File: config.mk
export PLATFORM = sky130hd
export DESIGN_NAME = apb_slave_mem
export DESIGN_NICKNAME = d
export VERILOG_FILES = /design/src/rtl/apb_pkg.sv /design/src/rtl/apb_slave_regfile.sv /design/src/rtl/apb_slave_mem.sv
export SDC_FILE = /design/constraint.sdc
export NUM_CORES = 2
export LEC_CHECK = 0
export CAP_MARGIN = 20
export CELL_PAD_IN_SITES_DETAIL_PLACEMENT = 1
export CELL_PAD_IN_SITES_GLOBAL_PLACEMENT = 1
export CORE_MARGIN = 5
export CORE_UTILIZATION = 30
export DETAILED_ROUTE_END_ITERATION = 16
export PLACE_DENSITY_LB_ADDON = 0.1
export SLEW_MARGIN = 20
export SYNTH_ARGS = -nofsm -noshare
export SYNTH_HDL_FRONTEND = slang
export SYNTH_SLANG_ARGS = --single-unit
export TNS_END_PERCENT = 50
File: constraint.sdc
create_clock -name PCLK -period 5.2 [get_ports PCLK]
set_input_delay 1.56 -clock PCLK [delete_from_list [all_inputs] [get_ports PCLK]]
set_output_delay 1.56 -clock PCLK [all_outputs]
set_load 0.02 [all_outputs]
File: src/rtl/apb_pkg.sv
// Shared APB types and helpers for the memory completer and the master bench.
// Wait-state insertion in apb_slave_mem is enabled by defining APB_WAIT_EN.
package apb_pkg;

    typedef enum logic {
        IDLE   = 1'b0,
        ACCESS = 1'b1
    } apb_state_e;

    localparam int APB_DATA_W   = 32;
    localparam int APB_ADDR_LSB = 2;

    // Full word index of a byte address; callers range-check before truncating.
    function automatic logic [APB_DATA_W-1:0] word_idx(input logic [APB_DATA_W-1:0] addr);
        return addr >> APB_ADDR_LSB;
    endfunction

endpackage

File: src/rtl/apb_slave_regfile.sv
// DEPTH x DATA_W storage: one synchronous write port, one asynchronous read port.
// Contents are deliberately not reset.
module apb_slave_regfile #(
    parameter int DATA_W = 32,
    parameter int DEPTH  = 128,
    parameter int IDX_W  = $clog2(DEPTH)
) (
    input  logic              clk,
    input  logic              we,
    input  logic [IDX_W-1:0]  widx,
    input  logic [DATA_W-1:0] wdata,
    input  logic [IDX_W-1:0]  ridx,
    output logic [DATA_W-1:0] rdata
);

    logic [DATA_W-1:0] mem [DEPTH];

    always_ff @(posedge clk) begin
        if (we) begin
            mem[widx] <= wdata;
        end
    end

    assign rdata = mem[ridx];

endmodule

File: src/rtl/apb_slave_mem.sv
// APB completer backed by a register memory, with address error decode.
// Define APB_WAIT_EN to insert WAIT_CYCLES wait states per transfer; otherwise transfers take 2 cycles.
module apb_slave_mem
    import apb_pkg::*;
#(
    parameter int DATA_W      = APB_DATA_W,
    parameter int DEPTH       = 128,
    parameter int ADDR_LSB    = APB_ADDR_LSB,
    parameter int WAIT_CYCLES = 2
) (
    input  logic              PCLK,
    input  logic              PRESET,
    input  logic              PSEL,
    input  logic              PENABLE,
    input  logic              PWRITE,
    input  logic [DATA_W-1:0] PADDR,
    input  logic [DATA_W-1:0] PWDATA,
    output logic [DATA_W-1:0] PRDATA,
    output logic              PREADY,
    output logic              PSLVERR
);

    localparam int IDX_W = $clog2(DEPTH);
    localparam logic [DATA_W-1:0] LSB_MASK = DATA_W'((64'd1 << ADDR_LSB) - 64'd1);

    apb_state_e        state_q, state_d;
    logic [IDX_W-1:0]  idx_q, idx_d;
    logic              pwrite_q, pwrite_d;
    logic [DATA_W-1:0] wdata_q, wdata_d;
    logic              addr_err_q, addr_err_d;
    logic [DATA_W-1:0] prdata_q, prdata_d;
    logic              wcnt_zero;

`ifdef APB_WAIT_EN
    logic [3:0] wcnt_q, wcnt_d;
    assign wcnt_zero = (wcnt_q == 4'd0);
`else
    assign wcnt_zero = 1'b1;
`endif

    logic [DATA_W-1:0] full_idx;
    logic              setup_err;
    logic [DATA_W-1:0] rf_rdata;
    logic              mem_we;

    // Range check uses the untruncated index so out-of-range addresses never alias.
    assign full_idx  = PADDR >> ADDR_LSB;
    assign setup_err = (full_idx >= DATA_W'(DEPTH)) | ((PADDR & LSB_MASK) != '0);

    assign PREADY  = (state_q == ACCESS) & wcnt_zero & PSEL & PENABLE;
    assign PSLVERR = PREADY & addr_err_q;
    assign PRDATA  = prdata_q;
    assign mem_we  = PREADY & pwrite_q & ~addr_err_q & ~PRESET;

    apb_slave_regfile #(
        .DATA_W (DATA_W),
        .DEPTH  (DEPTH),
        .IDX_W  (IDX_W)
    ) u_regfile (
        .clk   (PCLK),
        .we    (mem_we),
        .widx  (idx_q),
        .wdata (wdata_q),
        .ridx  (full_idx[IDX_W-1:0]),
        .rdata (rf_rdata)
    );

    always_comb begin
        state_d    = state_q;
        idx_d      = idx_q;
        pwrite_d   = pwrite_q;
        wdata_d    = wdata_q;
        addr_err_d = addr_err_q;
        prdata_d   = prdata_q;
`ifdef APB_WAIT_EN
        wcnt_d     = wcnt_q;
`endif
        case (state_q)
            IDLE: begin
                if (PSEL && !PENABLE) begin
                    state_d    = ACCESS;
                    idx_d      = full_idx[IDX_W-1:0];
                    pwrite_d   = PWRITE;
                    wdata_d    = PWDATA;
                    addr_err_d = setup_err;
                    // Read happens for writes too; the master ignores PRDATA then.
                    prdata_d   = setup_err ? '0 : rf_rdata;
`ifdef APB_WAIT_EN
                    wcnt_d     = 4'(WAIT_CYCLES);
`endif
                end
            end
            ACCESS: begin
                if (!(PSEL && PENABLE)) begin
                    state_d = IDLE;
                end else if (wcnt_zero) begin
                    state_d = IDLE;
                end else begin
`ifdef APB_WAIT_EN
                    wcnt_d = wcnt_q - 4'd1;
`endif
                end
            end
            default: state_d = IDLE;
        endcase
    end

    always_ff @(posedge PCLK) begin
        if (PRESET) begin
            state_q    <= IDLE;
            idx_q      <= '0;
            pwrite_q   <= 1'b0;
            wdata_q    <= '0;
            addr_err_q <= 1'b0;
            prdata_q   <= '0;
`ifdef APB_WAIT_EN
            wcnt_q     <= 4'd0;
`endif
        end else begin
            state_q    <= state_d;
            idx_q      <= idx_d;
            pwrite_q   <= pwrite_d;
            wdata_q    <= wdata_d;
            addr_err_q <= addr_err_d;
            prdata_q   <= prdata_d;
`ifdef APB_WAIT_EN
            wcnt_q     <= wcnt_d;
`endif
        end
    end

endmodule

Word level (Yosys, flattened, before mapping)
Memories as Yosys holds them, arrays and structs flattened.
Cells that the tools add are included.
{"block": "op_classes", "n_mux": 5, "n_bitwise": 10, "order_cmp": 1, "n_reduce_logical": 4}
{"cell": "$mux 32", "count": 1}
{"cell": "$reduce_bool 32->1", "count": 1}
{"cell": "$ge 30x8->1 const B", "count": 1}
{"cell": "$and 1x1->1", "count": 6}
{"cell": "$mux 1", "count": 3}
{"cell": "$not 1->1", "count": 3}
{"cell": "$pmux 1 s2", "count": 1}
{"cell": "$reduce_and 2->1", "count": 1}
{"cell": "$logic_and 1x1->1", "count": 1}
{"cell": "$logic_not 1->1", "count": 1}
{"cell": "$or 1x1->1", "count": 1}
{"block": "word_totals", "n_memories": 1, "mem_bits_rw": 4096, "word_cells": 27, "output_inout_bits": 34, "register_bits": 74}
{"name": "u_regfile.mem", "depth": 128, "width": 32, "read_ports": 1, "rd_ports_with_merged_regs": 0, "write_ports": 1, "line_no": "apb_slave_regfile.sv:16", "text": "logic [DATA_W-1:0] mem [DEPTH];"}

Longest topological paths before layout
{"block": "logic_depth", "depth_word": 7, "ltp_mapped": 12, "mapped_depth_nobuf": 6}

Cells and area by module
Synthesis repeated with hierarchy kept, for this count alone.
{"block": "unflattened", "hier_cells": 6295, "hier_area_um2": 158672.2}
{"module": "apb_slave_regfile", "n_inst": 1, "seq_area_each_um2": 122998.0, "area_per_inst_um2": 155635.5, "cells_per_inst": 5958}
{"module": "apb_slave_mem", "n_inst": 1, "seq_area_each_um2": 1481.4, "area_per_inst_um2": 3036.7, "cells_per_inst": 337}

Least setup slack after synthesis
No wires, ideal clock.
{"block": "synth_timing", "path_type": "in2reg", "start": "input PENABLE", "end": "memory u_regfile.mem[127][0] (enable)", "t_required_ps": 4779, "path_slack_ps": 788, "arrival_ps": 3991, "cell_stages": 6, "path_buffers": 1, "setup_ps": 421, "path_cell_list": "and3_1 nand3_1 nor2_1 nand3_1 clkbuf_1 nor2_1"}
{"block": "synth_between", "elab_chain_len": 6}
{"element": "start: declaration", "line_no": "apb_slave_mem.sv:14", "text": "input logic PENABLE,"}
{"element": "$and 1x1->1", "line_no": "apb_slave_mem.sv:50", "text": "assign PREADY = (state_q == ACCESS) & wcnt_zero & PSEL & PENABLE;"}
{"element": "$and 1x1->1 (3 in a row)", "line_no": "apb_slave_mem.sv:53", "text": "assign mem_we = PREADY & pwrite_q & ~addr_err_q & ~PRESET;"}
{"element": "$mux 1", "line_no": "apb_slave_regfile.sv:19", "text": "if (we) begin"}
{"element": "$mux 1 (not written as such)", "line_no": "apb_slave_regfile.sv:20", "text": "mem[widx] <= wdata;"}
{"element": "end: declaration", "line_no": "apb_slave_regfile.sv:16"}
No other way between the ends.

Worst setup path after layout
{"block": "layout_timing", "start": "input PENABLE", "end": "output PSLVERR"}
{"block": "layout_between", "elab_chain_len": 2}
{"element": "$and 1x1->1", "line_no": "apb_slave_mem.sv:50"}
{"element": "$and 1x1->1", "line_no": "apb_slave_mem.sv:51", "text": "assign PSLVERR = PREADY & addr_err_q;"}
{"element": "end: declaration", "line_no": "apb_slave_mem.sv:20", "text": "output logic PSLVERR"}
No other way between the ends.

==> run metrics <==
status complete, no violations; first drt pass iteration count 5; DP Worst Slack -0.1859 ns; Max Slew Vio Count 0; Setup crit end kind primary output; fmax 0.2175 GHz; syn_nets 7795; row count 268; most common cell after layout, fill and taps aside edfxtp_1; CTS sink count 4170; Max-Cap Viols 0; Gate power share 4.8%; GRT overflow 0; P_leak 0.06572 uW; Worst-Margin Slew 1.154 ns; core area 0.5328 sq mm; Initial Utilization 30.10%; hold buffer count at cts 0; Root Buffer clkbuf_16; hold_ws 0.4601 ns; dominant cell type by area after synthesis edfxtp_1; die area 0.5493 sq mm; power per cell area 377.6 mW/mm^2; final worst slack 0.6029 ns; Psw 16130 uW; Synth Register Bits 4170; Final Hold Fails 0; Final period util 88.41%; sequential-to-total area share from yosys stat 77.62%; VDD IR max 0.0002659 V; number of enable flip-flop cells after synthesis 4096; setup_tns 0 ns; FFs w/ async S/R, synth 0%; Reg clk slew, reported paths 0.05 ns; Final Non-Filler Cells 15930; overall routed net length 558400 um; Synth Instances 7726; crit path time final 4.597 ns; top post-synthesis cells by area edfxtp_1 77%, mux4_2 9.7%, mux2i_1 4.5%; DRC viols 0; RSZ-0062 raised after global routing no; CP Max Fanout 3; dpl hpwl 335400 um; Primary FF master, synth edfxtp_1; initial antenna violation count 52; vias post-DR 82580; CTS tree done; GPL Wtd Cong 0.7698; largest net degree at the start of global routing 130; multi-input logic area 0.03460 sq mm; final setup fails 0; Req. time, crit path 3.64 ns; overall power 72320 uW; clock skew 0.07632 ns; Fillers 51390; Cell variety after synth 54; DR WL/cell 35.05 um; critical path arrival 3.04 ns; drt first-iter violations 7996; Synth warnings 0; worst hold path type register to register; Layout Nets 8570; Setup CP Type primary input to primary output; Vias/cell 5.183; Die Y 741.1 um; FF+latch area 0.1246 sq mm; Area growth syn-to-layout 19.41%; number of top-level pins 103; Clock Path Buffers 4; sw frac 22.30%; max_slew headroom 23.07%; syn_area_per_cell 20.76 sq um; cts repair resizes 0; commonest cells after routing, fill and taps aside 4096 x edfxtp_1, 720 x mux2i_1, 693 x mux4_2, 475 x clkbuf_16, 437 x buf_4; first-pass GRT wire length 760200 um; CTS Buf Count 468; Yosys top cell area share 76.70%; post-CTS setup buffer count 0; Die Width 741.1 um; Seq pwr share 51.2%; H-tree Lvls 5; antenna viol nets, final 0; Clock Latency Late Sink 1.04 ns; Clock Power Share 43.9%; Setup crit start kind primary input; Overall Global Routing Usage 19.87%; input/output buffers 102; Synth Cell Area 0.1604 sq mm; DP Cell Count 15050; share of layout cells above drive strength 1 25.64%; vias in the first global route 87410; Power Internal 56190 uW
## layout make-up
| cell class | count | share of cell area, % |
|---|---|---|
| timing repair buffer | 769 | 4.636 |
| tap | 7020 | 4.587 |
| clock inverter | 246 | 1.029 |
| sequential | 4170 | 65.07 |
| multi-input combinational | 3090 | 18.07 |
| antenna | 16 | 0.02091 |
| inverter | 2 | 0.007841 |
| clock buffer | 620 | 6.585 |
## synth_stat cells (all sizes together) (12+ instances only)
cell and count:
a211oi 113, a21oi 166, a221o 24, a221oi 202, a22oi 122, a311oi 12
buf 266, clkbuf 198, dfxtp 74, edfxtp 4096, mux2 55, mux2i 720
mux4 693, nand2 193, nand2b 53, nand3 78, nand4 19, nor2 173
nor2b 58, nor3 73, nor3b 12, nor4 21, o21ai 103, o221ai 20
o22ai 64, o41ai 24, or2 14
## through the flow
stage	area [sq um]	utilization, %
2_1_floorplan	160400	-
3_3_place_gp	176500	33.13
3_5_place_dp	176800	33.18
4_1_cts	191400	35.92
5_1_grt	191500	35.93
6_report	191500	35.94
## cell families after synthesis
group	synth area share, %
buffers and inverters	1.606
flip-flops	77.62
AO/OA/AOI/OAI	4.051
multiplexers	14.61
AND/OR/NAND/NOR	2.109
## worst max-delay path, cell delays in order
cell,delay (ns)
clkdlybuf4s50_1,0.52
and3_1,0.21
and2_1,0.14
clkdlybuf4s50_1,0.60
## state kept, by name, summed over array words and instances, names as in the netlist
signal and flops:
pwrite_q 1, wdata_q 32, idx_q 7, u_regfile.mem 4096, state_q 1, addr_err_q 1
PRDATA 32
## path summary, 6_finish.rpt
kind            start                   end  slack, ns  depth (start not counted)
max reg2reg  idx_q[3]  u_regfile.mem[56][0]       2.27                          4
min reg2reg  pwrite_q              pwrite_q       0.46                          2
max           PENABLE               PSLVERR       0.60                          4
min          pwrite_q              pwrite_q       0.46                          2
## per-layer routing
layer	vias up	routed length, um	global-route usage (%)
met2	2029	265900	32.57
met4	2	10930	3.877
met3	581	25870	2.475
met1	45900	255600	28.55
li1	34070	-	-
met5	-	15	0
## power by group through the flow
stage / Combinational, uW / Sequential, uW / Clock, uW
CTS: 3560 / 37100 / 32700
global placement: 3490 / 37800 / 0
finish: 3500 / 37100 / 31800
floorplan: 1650 / 37800 / 0
detailed placement: 3560 / 37800 / 0
global route: 3680 / 37000 / 34100
(Power assumes the default switching activity.)
